===== config.mk =====
export PLATFORM = sky130hd
export DESIGN_NAME = ifetch_unit
export DESIGN_NICKNAME = d
export VERILOG_FILES = /design/src/rtl/ifetch_unit.sv
export SDC_FILE = /design/constraint.sdc
export NUM_CORES = 1
export LEC_CHECK = 0
export CORE_ASPECT_RATIO = 0.75
export CORE_MARGIN = 2
export CORE_UTILIZATION = 54
export CTS_BUF_LIST = sky130_fd_sc_hd__clkbuf_8
export DETAILED_ROUTE_END_ITERATION = 8
export HOLD_SLACK_MARGIN = 0.05
export PLACE_DENSITY = 0.95
export SLEW_MARGIN = 10
export SYNTH_ARGS = -nofsm -noshare
export SYNTH_HDL_FRONTEND = slang
export SYNTH_SLANG_ARGS = --single-unit

===== constraint.sdc =====
create_clock -name clk -period 32.9 [get_ports clk]
set_clock_uncertainty 0.1 [all_clocks]
set_input_delay 9.87 -clock clk [delete_from_list [all_inputs] [get_ports clk]]
set_output_delay 9.87 -clock clk [all_outputs]
set_load 0.05 [all_outputs]

===== src/rtl/ifetch_unit.sv =====
// ifetch_unit: instruction fetch front end.
// It keeps at most one memory request outstanding and feeds a 2-entry
// instruction buffer toward decode. A redirect (flush) empties the buffer
// and drops or discards whatever is still in flight.
// Optional feature macro: IF_ALIGN_CHK_EN. When it is defined, a misaligned
// PC is not fetched. Instead it produces a buffered address-error entry.
module ifetch_unit (
    input  logic        clk,
    input  logic        clr,
    input  logic [31:0] pc,
    output logic        pc_adv,
    input  logic        flush,
    output logic        imem_req,
    output logic [31:0] imem_addr,
    input  logic        imem_gnt,
    input  logic        imem_rvalid,
    input  logic [31:0] imem_rdata,
    output logic        inst_valid,
    input  logic        inst_ready,
    output logic [31:0] inst,
    output logic [31:0] inst_pc,
    output logic        fetch_adel
);

    typedef enum logic [1:0] {IDLE, REQ, WAIT, DROP} state_t;

    state_t      r_state;
    state_t      w_stateNext;
    logic [31:0] r_tag;
    logic [31:0] r_instMem [2];
    logic [31:0] r_pcMem [2];
    logic        r_wrPtr;
    logic        r_rdPtr;
    logic [1:0]  r_count;

    logic        w_push;
    logic        w_pop;
    logic        w_slotFree;
    logic        w_slotAfterPush;
    logic        w_req;
    logic        w_adv;
    logic [31:0] w_pushInst;
    logic [31:0] w_pushPc;

`ifdef IF_ALIGN_CHK_EN
    logic        r_adelMem [2];
    logic        r_adelHalt;
    logic        w_pushAdel;
    logic        w_misaligned;

    assign w_misaligned = (pc[1:0] != 2'b00);
    assign imem_addr    = pc;
    assign fetch_adel   = inst_valid & r_adelMem[r_rdPtr];
`else
    assign imem_addr    = {pc[31:2], 2'b00};
    assign fetch_adel   = 1'b0;
`endif

    assign inst_valid      = (r_count != 2'd0);
    assign w_pop           = inst_valid & inst_ready;
    assign w_slotFree      = (r_count != 2'd2);
    assign w_slotAfterPush = (r_count == 2'd0) | w_pop;
    assign inst            = inst_valid ? r_instMem[r_rdPtr] : 32'h0;
    assign inst_pc         = inst_valid ? r_pcMem[r_rdPtr] : 32'h0;
    assign imem_req        = w_req & ~clr;
    assign pc_adv          = w_adv & ~clr;

    // Next-state and request/push decisions; a flush always wins over a push.
    // A response landing in the same cycle as a flush in WAIT retires the
    // outstanding request, so there is nothing left for DROP to wait for.
    always_comb begin
        w_stateNext = r_state;
        w_req       = 1'b0;
        w_adv       = 1'b0;
        w_push      = 1'b0;
        w_pushInst  = imem_rdata;
        w_pushPc    = r_tag;
`ifdef IF_ALIGN_CHK_EN
        w_pushAdel  = 1'b0;
`endif
        case (r_state)
            IDLE: begin
`ifdef IF_ALIGN_CHK_EN
                if (!flush && w_slotFree && !r_adelHalt) begin
                    if (w_misaligned) begin
                        w_push     = 1'b1;
                        w_pushInst = 32'h0;
                        w_pushPc   = pc;
                        w_pushAdel = 1'b1;
                    end else begin
                        w_stateNext = REQ;
                    end
                end
`else
                if (!flush && w_slotFree) begin
                    w_stateNext = REQ;
                end
`endif
            end
            REQ: begin
                w_req = 1'b1;
                if (imem_gnt) begin
                    w_adv       = ~flush;
                    w_stateNext = flush ? DROP : WAIT;
                end else if (flush) begin
                    w_stateNext = IDLE;
                end
            end
            WAIT: begin
                if (flush) begin
                    w_stateNext = imem_rvalid ? IDLE : DROP;
                end else if (imem_rvalid) begin
                    w_push      = 1'b1;
                    w_stateNext = w_slotAfterPush ? REQ : IDLE;
                end
            end
            DROP: begin
                if (imem_rvalid) begin
                    w_stateNext = IDLE;
                end
            end
            default: w_stateNext = IDLE;
        endcase
    end

    // State register and the tag of the request currently in flight.
    always_ff @(posedge clk) begin
        if (clr) begin
            r_state <= IDLE;
            r_tag   <= 32'h0;
        end else begin
            r_state <= w_stateNext;
            if (r_state == REQ && imem_gnt) begin
                r_tag <= pc;
            end
        end
    end

    // Instruction buffer pointers and occupancy; a flush empties it outright.
    always_ff @(posedge clk) begin
        if (clr || flush) begin
            r_wrPtr <= 1'b0;
            r_rdPtr <= 1'b0;
            r_count <= 2'd0;
        end else begin
            if (w_push) begin
                r_wrPtr <= ~r_wrPtr;
            end
            if (w_pop) begin
                r_rdPtr <= ~r_rdPtr;
            end
            r_count <= r_count + {1'b0, w_push} - {1'b0, w_pop};
        end
    end

    // Buffer storage; contents are only visible through the valid-gated head.
    always_ff @(posedge clk) begin
        if (w_push && !flush && !clr) begin
            r_instMem[r_wrPtr] <= w_pushInst;
            r_pcMem[r_wrPtr]   <= w_pushPc;
        end
    end

`ifdef IF_ALIGN_CHK_EN
    // Address-error flag storage alongside each buffered entry.
    always_ff @(posedge clk) begin
        if (w_push && !flush && !clr) begin
            r_adelMem[r_wrPtr] <= w_pushAdel;
        end
    end

    // Once an address error is queued, fetching stops until a redirect.
    always_ff @(posedge clk) begin
        if (clr || flush) begin
            r_adelHalt <= 1'b0;
        end else if (w_push && w_pushAdel) begin
            r_adelHalt <= 1'b1;
        end
    end
`endif

endmodule


### Word level (Yosys, flattened, before mapping)

Memory sizes are Yosys's and may differ from the RTL's. A register that Yosys moved wholly into a read port is not among the register bits.
Cells that the tools add are included.

| word-level totals | value |
|---|---|
| bits in registers | 38 |
| memory bits (writable) | 128 |
| output and inout port bits | 100 |
| logic and storage cells | 60 |
| memories kept | 2 |

Memory list:

| memory | words | width | rd ports | clocked after Yosys merged registers in | write ports | RTL line | text |
|---|---|---|---|---|---|---|---|
| r_instMem | 2 | 32 | 1 | 1 | 1 | 30 | `logic [31:0] r_instMem [2];` |
| r_pcMem | 2 | 32 | 1 | 1 | 1 | 31 | `logic [31:0] r_pcMem [2];` |

| operators by class | value |
|---|---|
| add/sub/neg operators | 2 |
| equal/unequal tests | 8 |
| muxes and demuxes | 24 |
| bitwise operators | 8 |
| reductions and logical operators | 11 |

Operator list:

| kind | number |
|---|---|
| two-way mux 32 bit | 2 |
| two-way mux 1 bit | 14 |
| two-way mux 2 bit | 7 |
| one-hot mux 2 bit (4 select lines) | 1 |
| inequality test 2 bit (second input constant) | 3 |
| inequality test 3 bit (second input constant) | 2 |
| equality test 2 bit (second input constant) | 2 |
| logical AND 1 bit | 4 |
| zero test 2 bit | 2 |
| NOT 1 bit | 4 |
| AND reduction 4 bit | 1 |
| bitwise AND 1 bit | 3 |
| adder 2 x 1 -> 2 bit | 1 |
| equality test 2 x 1 -> 1 bit (second input constant) | 1 |
| zero test 1 bit | 2 |
| nonzero test 2 bit | 1 |
| subtractor 2 x 1 -> 2 bit | 1 |
| logical OR 1 bit | 1 |
| OR 1 bit | 1 |

### Logic depth before layout (Yosys ltp)

Gate-level depths: netlist of the first run.

| depth | value |
|---|---|
| depth after elaboration | 7 |
| gate-level depth with buffers | 9 |

### Worst setup path after synthesis of the first run

Ideal clock, no wire load.

| timing | value |
|---|---|
| kind | input -> output |
| start point | input port clr |
| end point | output port pc_adv |
| data arrival time | 11.110 ns |
| required time | 22.930 ns |
| path slack | 11.820 ns |
| stages | 4 |
| path through | clkbuf_1 -> or2_2 -> clkbuf_1 -> nor2_1 |

| on the way | value |
|---|---|
| longest elaborated chain between the ends | 2 |

RTL lines:

| item | RTL line | text |
|---|---|---|
| start: declaration | 9 | `input logic clr,` |
| NOT 1 bit | 66 | `assign pc_adv = w_adv & ~clr;` |
| bitwise AND 1 bit | 66 |  |
| end: declaration | 11 | `output logic pc_adv,` |

No other way between the ends.

### Worst setup path after layout of the first run

| timing | value |
|---|---|
| start point | input port imem_gnt |
| end point | output port pc_adv |

| on the way | value |
|---|---|
| longest elaborated chain between the ends | 3 |

RTL lines:

| item | RTL line | text |
|---|---|---|
| start: declaration | 15 | `input logic imem_gnt,` |
| two-way mux 1 bit | 102 | `if (imem_gnt) begin` |
| two-way mux 1 bit | 81 | `case (r_state)` |
| bitwise AND 1 bit | 66 |  |

No other way between the ends.

==> results of run 1 <==
## registers in the layout, indices dropped and copies added, names as in the netlist, named ones only
signal,count
r_count,2
r_instMem,64
r_pcMem,64
r_rdPtr,1
r_state,2
r_tag,32
r_wrPtr,1
## worst max path at each step
stage,startpoint,to,depth (start not counted)
3_3_place_gp,imem_gnt,pc_adv,4
6_report,imem_gnt,pc_adv,4
3_5_place_dp,imem_gnt,pc_adv,4
2_1_floorplan,clr,pc_adv,4
5_1_grt,imem_gnt,pc_adv,4
4_1_cts,imem_gnt,pc_adv,4
## per-stage QoR
stage / util, % / instance area, um^2 / worst slack (ns) / power, mW
finish: 72.3 / 8480 / 10.67 / 0.420
CTS: 72.3 / 8480 / 10.66 / 0.423
global route: 72.3 / 8480 / 10.55 / 0.434
global placement: 69.0 / 8100 / 10.70 / 0.281
floorplan: - / 6570 / 11.82 / 0.267
detailed placement: 69.0 / 8100 / 10.67 / 0.284
## area by class of cell
| type | count | area (um^2) | area share (%) |
|---|---|---|---|
| flip-flops and latches | 167 | 4630 | 54.5 |
| repair buffers | 171 | 1700 | 20.0 |
| multi-input cells | 265 | 1550 | 18.3 |
| clock buffers | 18 | 248 | 2.92 |
| well taps | 162 | 203 | 2.39 |
| clock inverters | 14 | 136 | 1.61 |
| inverters | 5 | 18.8 | 0.221 |
## synthesized netlist by cell type, drive strengths merged
library cell,instances
edfxtp,128
nor2,74
nand2,67
mux2i,64
buf,53
dfxtp,39
a21oi,34
clkbuf,6
inv,5
xnor2,3
a311oi,2
and2,2
ha,2
nand2b,2
nand3,2
o21ai,2
and2b,1
conb,1
nor2b,1
nor3,1
nor4,1
o21a,1
or2,1
or4,1
xor2,1
## routing by layer
layer	GRT usage, %	wire (um)	vias up
met3	6.07	926	20
met4	7.19	187	0
met5	0	0	-
met1	26.6	5650	1982
li1	-	-	1958
met2	35.3	6520	181
## critical path, delay by kind of cell
kind	cells	cell delay [ns]
buffers and inverters	2	1.36
and+or+nand+nor	2	1.03
## power breakdown
part | internal (mW) | total (mW) | switching (mW)
Clock | 0.0639 | 0.141 | 0.0772
Combinational | 0.0175 | 0.0444 | 0.0268
Sequential | 0.231 | 0.234 | 0.00332
## cells by family after synthesis
group                    Yosys count
flip-flops                       167
AND/OR/NAND/NOR                  153
multiplexers                      64
buffers and inverters             64
AO/OA/AOI/OAI                     39
XOR/XNOR                           4
adder cells (fa/ha/maj)            2
other                              1
==> impl_results.md, run 1 <==
- R2r setup slk: 30.46 ns
- Post-CTS setup buffers: 0
- Hold path cells: 0
- Clk buf depth: 2
- Die Wd: 131 um
- Gr ovfl total: 0
- Simple-Gate Fraction of Synth Area: 9.29%
- Crit-path max FO: 34
- CTS Root Cell: clkbuf_8
- Compound-Gate Fraction of Synth Area: 3.22%
- Syn Area/Cell: about 13 um^2
- Xor/xnor share of the synthesized area: 0.534%
- Num CTS Buffers: 17
- Hold slack: 0.359 ns
- CTS tree: built
- Die area: 13100 um^2
- Final net count: 699
- CTS sink count: between 150 and 200
- Final Hold Vio Count: 0
- Final critical-path share of the clock period: between 60% and 70%
- Sum Neg Setup Slack: 0 ns
- Worst-path clk slew: about 0.08 ns
- Worst path slowest cell: clkdlybuf4s50_1
- Synth Cell Area: 6560 um^2
- Post-route DRC: 0
- Flops & latches, synth: 167
- Vias in the first global route: 4096
- Sequential area share after synthesis: between 70% and 80%
- Layout cell share with drive strength beyond 1: under 10%
- Top-area cell type share of the netlist area: 58.6%
- DRT iter0 DRCs: 264
- Hold buffers post-CTS: 0
- Pin count of the biggest net entering global routing: 65
- Area Overhead vs Synth: 29.3%
- Leakage power: 2.72 nW
- DP Cell Count: slightly below 800
- Antenna Nets Post-Route: 0
- Antenna cells: 0
- Hold path endpoint: r_pcMem[0][26]
- Clock latency on the worst-skew pair: between 0.4 and 0.5 ns
- Mux cell area share after synthesis: 9.77%
- Final setup fails: 0
- Max Clk Rate: 45.0 MHz
- Port Buf Inserts: 166
- Reg2reg path depth: 9
- Setup crit end kind: primary output
- Commonest non-fill, non-tap cell in the layout: clkdlybuf4s50_1
- Worst Hold Class: reg -> reg
- Most frequent cells in the layout: clkdlybuf4s50_1 (166), edfxtp_1 (128), nor2_1 (73)
- Crit path cell chain: clkdlybuf4s50_1 -> nand2_1 -> nor2_1 -> clkdlybuf4s50_1
- Max-slew headroom: 18.9%
- Total track usage: 21.0%
- Post-Layout Cell Count: between 800 and 900
- Largest family of logic cells by synthesized area: multiplexers
- Crit path kind: in -> out
- Post-cts resize count: 0
- Max_cap viols: 0
- Ys Warns: 0
- WP data required: 22.93 ns
- HPWL after detailed placement: 8.62 mm
- Std cell rows: 34
- Crit path time final: approximately 22 ns
- Core area: approximately 12000 um^2
- Synth unique cells: 28
- Reg2reg start: r_count[1]
- Layout fillers: 764
- Most frequent CP cell: clkdlybuf4s50_1
- # IOs: 170
- Hold_sp: r_tag[26]
- RSZ-0062 raised after global routing: false
- Fin. max-slew vios: 0
- Placer Congestion: 0.780
- Die height: 99.5 um
- Post-synth top area cell: edfxtp_1
- Top cells by area, synth: edfxtp_1 (59%), dfxtp_1 (12%), mux2i_1 (9.8%), nor2_1 (4.2%), buf_4 (3.9%)
- Initial Util: 55.9%
- Adder-cell area share of the yosys netlist: less than 1%
- Crit path largest cell delay: 0.84 ns
- Worst VDD drop: between 0.02 and 0.03 mV
- Post-Route WL: between 10 and 15 mm
- RR Endpoint: r_count[1]
- Vias post-DR: roughly 4100
- Max H-tree Level: 4
- Vias per cell: 5.16
- Initial antenna violation count: 0
- First-pass GRT wire length: 20.9 mm
- Worst Max-Slew Pin Slew: 1.21 ns
- WP data arrival: 12.26 ns
- Outcome: completed
- WL/cell: 16.6 um
- Syn Inst Count: between 400 and 500
- Power density cells: slightly below 50 nW/um^2
- DRT Pass-1 Iters: 4
- Startpoint Class: input port
No activity file was read; power rests on OpenSTA's default activity.
==> run 2, diff against run 1 <==
--- a/config.mk
+++ b/config.mk
@@ -7,11 +7,11 @@
 export LEC_CHECK = 0
 export CORE_ASPECT_RATIO = 0.75
 export CORE_MARGIN = 2
-export CORE_UTILIZATION = 54
+export CORE_UTILIZATION = 50
 export CTS_BUF_LIST = sky130_fd_sc_hd__clkbuf_8
 export DETAILED_ROUTE_END_ITERATION = 8
 export HOLD_SLACK_MARGIN = 0.05
-export PLACE_DENSITY = 0.95
+export PLACE_DENSITY = 0.91
 export SLEW_MARGIN = 10
 export SYNTH_ARGS = -nofsm -noshare
 export SYNTH_HDL_FRONTEND = slang
==> constraint.sdc (replaced) <==
create_clock -name clk -period 22.8 [get_ports clk]
set_clock_uncertainty 0.1 [all_clocks]
set_input_delay 6.84 -clock clk [delete_from_list [all_inputs] [get_ports clk]]
set_output_delay 6.84 -clock clk [all_outputs]
set_load 0.05 [all_outputs]
==> impl_results.md, run 2 (same netlist as run 1, synthesis figures left out) <==
- Met3 Track Usage GR: 6.14%
- WL/cell: 16.3 um
- Hold path cells: 0
- Outcome: completed
- Antenna Nets Post-Route: 0
- Max Clk Rate: slightly above 60 MHz
- Hold path endpoint: r_pcMem[0][12]
- Antenna cells: 0
- Post-Route WL: 13.2 mm
- Most frequent CP cell: clkdlybuf4s50_1
- Die area: ~14000 um^2
- Std cell rows: 36
- CTS sink count: 167
- Crit path cell chain: clkdlybuf4s50_1 -> nand2_1 -> nor2_1 -> clkdlybuf4s50_1
- RR Endpoint: r_pcMem[0][26]
- Crit path time final: 16.11 ns
- Area Overhead vs Synth: 30.0%
- RSZ-0062 raised after global routing: false
- Max H-tree Level: 4
- WP data arrival: 9.17 ns
- Vias post-DR: roughly 4000
- Hold buffers post-CTS: 0
- Power density cells: about 73 nW/um^2
- Die height: 103 um
- Final setup fails: 0
- Core area: 12900 um^2
- Setup crit end kind: primary output
- Setup WS pre-CTS: 6.71 ns
- Post-cts resize count: 0
- Largest regs: r_instMem: 64 flops, r_pcMem: 64 flops, r_tag: 32 flops
- Num CTS Buffers: 17
- Initial Util: 50.9%
- Crit-path max FO: 34
- Max-slew headroom: 20.7%
- Crit path kind: in -> out
- Post-route DRC: 0
- GRT busiest layer: met2
- Gr ovfl total: 0
- Commonest non-fill, non-tap cell in the layout: clkdlybuf4s50_1
- Crit path largest cell delay: about 0.84 ns
- Clock latency on the worst-skew pair: 0.44 ns
- Worst Hold Class: reg -> reg
- Initial antenna violation count: 0
- Final net count: 698
- Post-CTS setup buffers: 0
- Clk buf depth: 2
- Met1 Resource Use GR: approximately 22%
- DRT iter0 DRCs: 184
- Pin count of the biggest net entering global routing: between 60 and 70
- Worst-path clk slew: 0.08 ns
- HPWL after detailed placement: 8.67 mm
- R2r setup slk: 19.88 ns
- Reg2reg start: r_state[0]
- Vias per cell: 5.08
- Fin. max-slew vios: 0
- First-pass GRT wire length: 20.1 mm
- Worst VDD drop: 0.0455 mV
- Worst Max-Slew Pin Slew: 1.19 ns
- Port Buf Inserts: 166
- CTS Root Cell: clkbuf_8
- Leakage power: roughly 2.7 nW
- CTS tree: built
- DRT Pass-1 Iters: 5
- Sum Neg Setup Slack: 0 ns
- Final Hold Vio Count: 0
- Startpoint Class: input port
- Layout cell share with drive strength beyond 1: 6.57%
- Vias in the first global route: approximately 4000
- Total track usage: 19.3%
- Die Wd: between 100 and 150 um
- Most frequent cells in the layout: clkdlybuf4s50_1 (166), edfxtp_1 (128), nor2_1 (73)
- Reg2reg path depth: 4
- Layout fillers: 901
- Placer Congestion: 0.799
- Final Worst Setup Slack: 6.69 ns
- Hold_sp: r_tag[12]
- Worst path slowest cell: clkdlybuf4s50_1
- # IOs: 170
- WP data required: approximately 16 ns
- Max_cap viols: 0
- Met2 Use GR: 34.2%
- Final critical-path share of the clock period: 70.7%
run 2: area by class of cell:
class	instances	area, um^2	share of cell area, %
clock buffer	20	275	3.23
clock inverter	12	149	1.75
inverter	5	18.8	0.220
multi-input combinational	265	1550	18.2
sequential	167	4630	54.3
tap	171	214	2.51
timing repair buffer	170	1690	19.8
run 2: per-stage QoR:
stage	hold slack, ns	utilization (%)	cells	instance area, um^2	total power [mW]
CTS	0.361	66.2	810	8530	0.624
global placement	0.330	62.9	778	8100	0.406
global route	0.367	66.2	810	8530	0.640
floorplan	0.325	-	496	6570	0.386
finish	0.358	66.2	810	8530	0.619
detailed placement	0.341	62.9	778	8100	0.409
run 2: how the worst max path moves through the flow:
stage / start / end / cells past startpoint / slack, ns
after global routing: imem_gnt / pc_adv / 4 / 6.58
after global placement: imem_gnt / pc_adv / 4 / 6.73
final: imem_gnt / pc_adv / 4 / 6.69
after CTS: imem_gnt / pc_adv / 4 / 6.69
after detailed placement: imem_gnt / pc_adv / 4 / 6.71
after floorplan: clr / pc_adv / 4 / 7.78
run 2: worst max-delay path: cells and delay by family:
family | cells | cell delay [ns]
buf+inv | 2 | 1.35
simple gates | 2 | 0.98
run 2: layer usage:
| metal | wire, um | vias to the layer above |
|---|---|---|
| li1 | - | 1951 |
| met1 | 5260 | 1956 |
| met2 | 6620 | 185 |
| met3 | 1080 | 21 |
| met4 | 216 | 0 |
| met5 | 0 | - |
run 2: power breakdown:
group          internal [mW]  switching (mW)  total [mW]
registers              0.334         0.00496       0.339
logic                 0.0253          0.0388      0.0641
clock network          0.117           0.100       0.217
==> run 3, diff against run 2 <==
==> constraint.sdc (replaced) <==
create_clock -name clk -period 16.3 [get_ports clk]
set_clock_uncertainty 0.1 [all_clocks]
set_input_delay 4.89 -clock clk [delete_from_list [all_inputs] [get_ports clk]]
set_output_delay 4.89 -clock clk [all_outputs]
set_load 0.05 [all_outputs]
==> impl_results.md, run 3 (same netlist as run 1, synthesis figures left out) <==
- Most frequent cells in the layout: clkdlybuf4s50_1 (166), edfxtp_1 (128), nor2_1 (73)
- Crit path from: imem_gnt
- Metal-1 WL: roughly 5 mm
- Vias per cell: 5.07
- Antenna Nets Post-Route: 0
- Max H-tree Level: 4
- Final critical-path share of the clock period: 75.1%
- DRT Pass-1 Iters: 5
- Antenna cells: 0
- WP data arrival: 7.25 ns
- First-pass GRT wire length: 20.1 mm
- Placer Congestion: ~0.80
- Outcome: completed
- Final Worst Setup Slack: 4.06 ns
- DRT iter0 DRCs: 214
- Final Hold Vio Count: 0
- Delay-heaviest family, CP: buffers and inverters
- HPWL after detailed placement: 8.70 mm
- Vias in the first global route: 4166
- CTS sink count: between 150 and 200
- Setup WS pre-CTS: between 4 and 5 ns
- Worst-path clk slew: 0.08 ns
- # IOs: 170
- Worst Max-Slew Pin Slew: 1.19 ns
- CTS Root Cell: clkbuf_8
- Clock latency on the worst-skew pair: about 0.45 ns
- Initial antenna violation count: 0
- Crit path largest cell delay: around 0.84 ns
- Pin count of the biggest net entering global routing: 65
- WL/cell: 16.5 um
- Most frequent CP cell: clkdlybuf4s50_1
- Max Clk Rate: 81.7 MHz
- Largest regs: r_instMem: 64 flops, r_pcMem: 64 flops, r_tag: 32 flops
- Leakage power: about 2.7 nW
- Max_cap viols: 0
- Total power: between 0.8 and 0.9 mW
- Layout cell share with drive strength beyond 1: 6.42%
- Crit path time final: 12.24 ns
- Post-route DRC: 0
- Worst VDD drop: 0.0635 mV
- Crit path cell chain: clkdlybuf4s50_1 -> nand2_1 -> nor2_1 -> clkdlybuf4s50_1
- Final setup fails: 0
- Clk buf depth: 2
- Met2 wire length: 6.91 mm
- Post-Layout Cell Count: 810
- Sum Neg Setup Slack: 0 ns
- Fin. max-slew vios: 0
- Area Overhead vs Synth: 30.6%
- RSZ-0062 raised after global routing: false
- Worst Hold Class: reg -> reg
- Std cell rows: 36
- CTS tree: built
- Post-CTS setup buffers: 0
- Crit-path max FO: 34
- Crit path kind: in -> out
- Die area: 14100 um^2
- Commonest non-fill, non-tap cell in the layout: clkdlybuf4s50_1
- Top sig layer: met4
- Total track usage: 19.5%
- WP data required: 11.31 ns
- Worst path slowest cell: clkdlybuf4s50_1
- Metal3 WL: roughly 1.2 mm
- Max-slew headroom: 19.9%
- Startpoint Class: input port
- DP Cell Count: 778
- Power density cells: 104 nW/um^2
- Reg2reg start: r_state[0]
- Hold buffers post-CTS: 0
- Port Buf Inserts: 166
- Critical path buffers and inverters: 2
- Final net count: 698
- Core area: 12900 um^2
- Setup crit end kind: primary output
- Gr ovfl total: 0
- Hold_sp: r_tag[12]
- Num CTS Buffers: 17
- Die Wd: 136 um
- Initial Util: roughly half
- Die height: slightly above 100 um
- Vias post-DR: between 4000 and 5000
- Post-cts resize count: 0
- Post-Route WL: 13.3 mm
[run 3: report_power, final]
part	total, mW	leakage (nW)	switching [mW]	internal [mW]
Combinational	0.0896	1.07	0.0543	0.0353
Sequential	0.474	1.45	0.00692	0.467
Clock	0.330	0.225	0.140	0.190
[run 3: through the flow]
| step | cell area [um^2] | utilization, % | hold WS [ns] |
|---|---|---|---|
| 2_1_floorplan | 6570 | - | 0.325 |
| 5_1_grt | 8560 | 66.5 | 0.375 |
| 3_3_place_gp | 8100 | 62.9 | 0.330 |
| 4_1_cts | 8560 | 66.5 | 0.361 |
| 6_report | 8560 | 66.5 | 0.359 |
| 3_5_place_dp | 8100 | 62.9 | 0.341 |
[run 3: worst paths after layout]
check / cells past startpoint / slack [ns] / end
worst max-delay path: 4 / 4.06 / pc_adv
worst min-delay path: 0 / 0.36 / r_pcMem[1][12]
worst max register to register: 4 / 13.33 / r_instMem[0][25]
worst min register to register: 0 / 0.36 / r_pcMem[1][12]
[run 3: cell type report]
class / count / area, um^2
clock inverters: 13 / 199
flip-flops and latches: 167 / 4630
repair buffers: 170 / 1690
multi-input cells: 265 / 1550
clock buffers: 19 / 262
fillers: 906 / 4320
well taps: 171 / 214
inverters: 5 / 18.8
[run 3: layer usage]
metal	vias to the layer above	global-route usage [%]
li1	1952	-
met1	1956	20.8
met2	185	36.1
met3	16	6.68
met4	0	7.53
met5	-	0
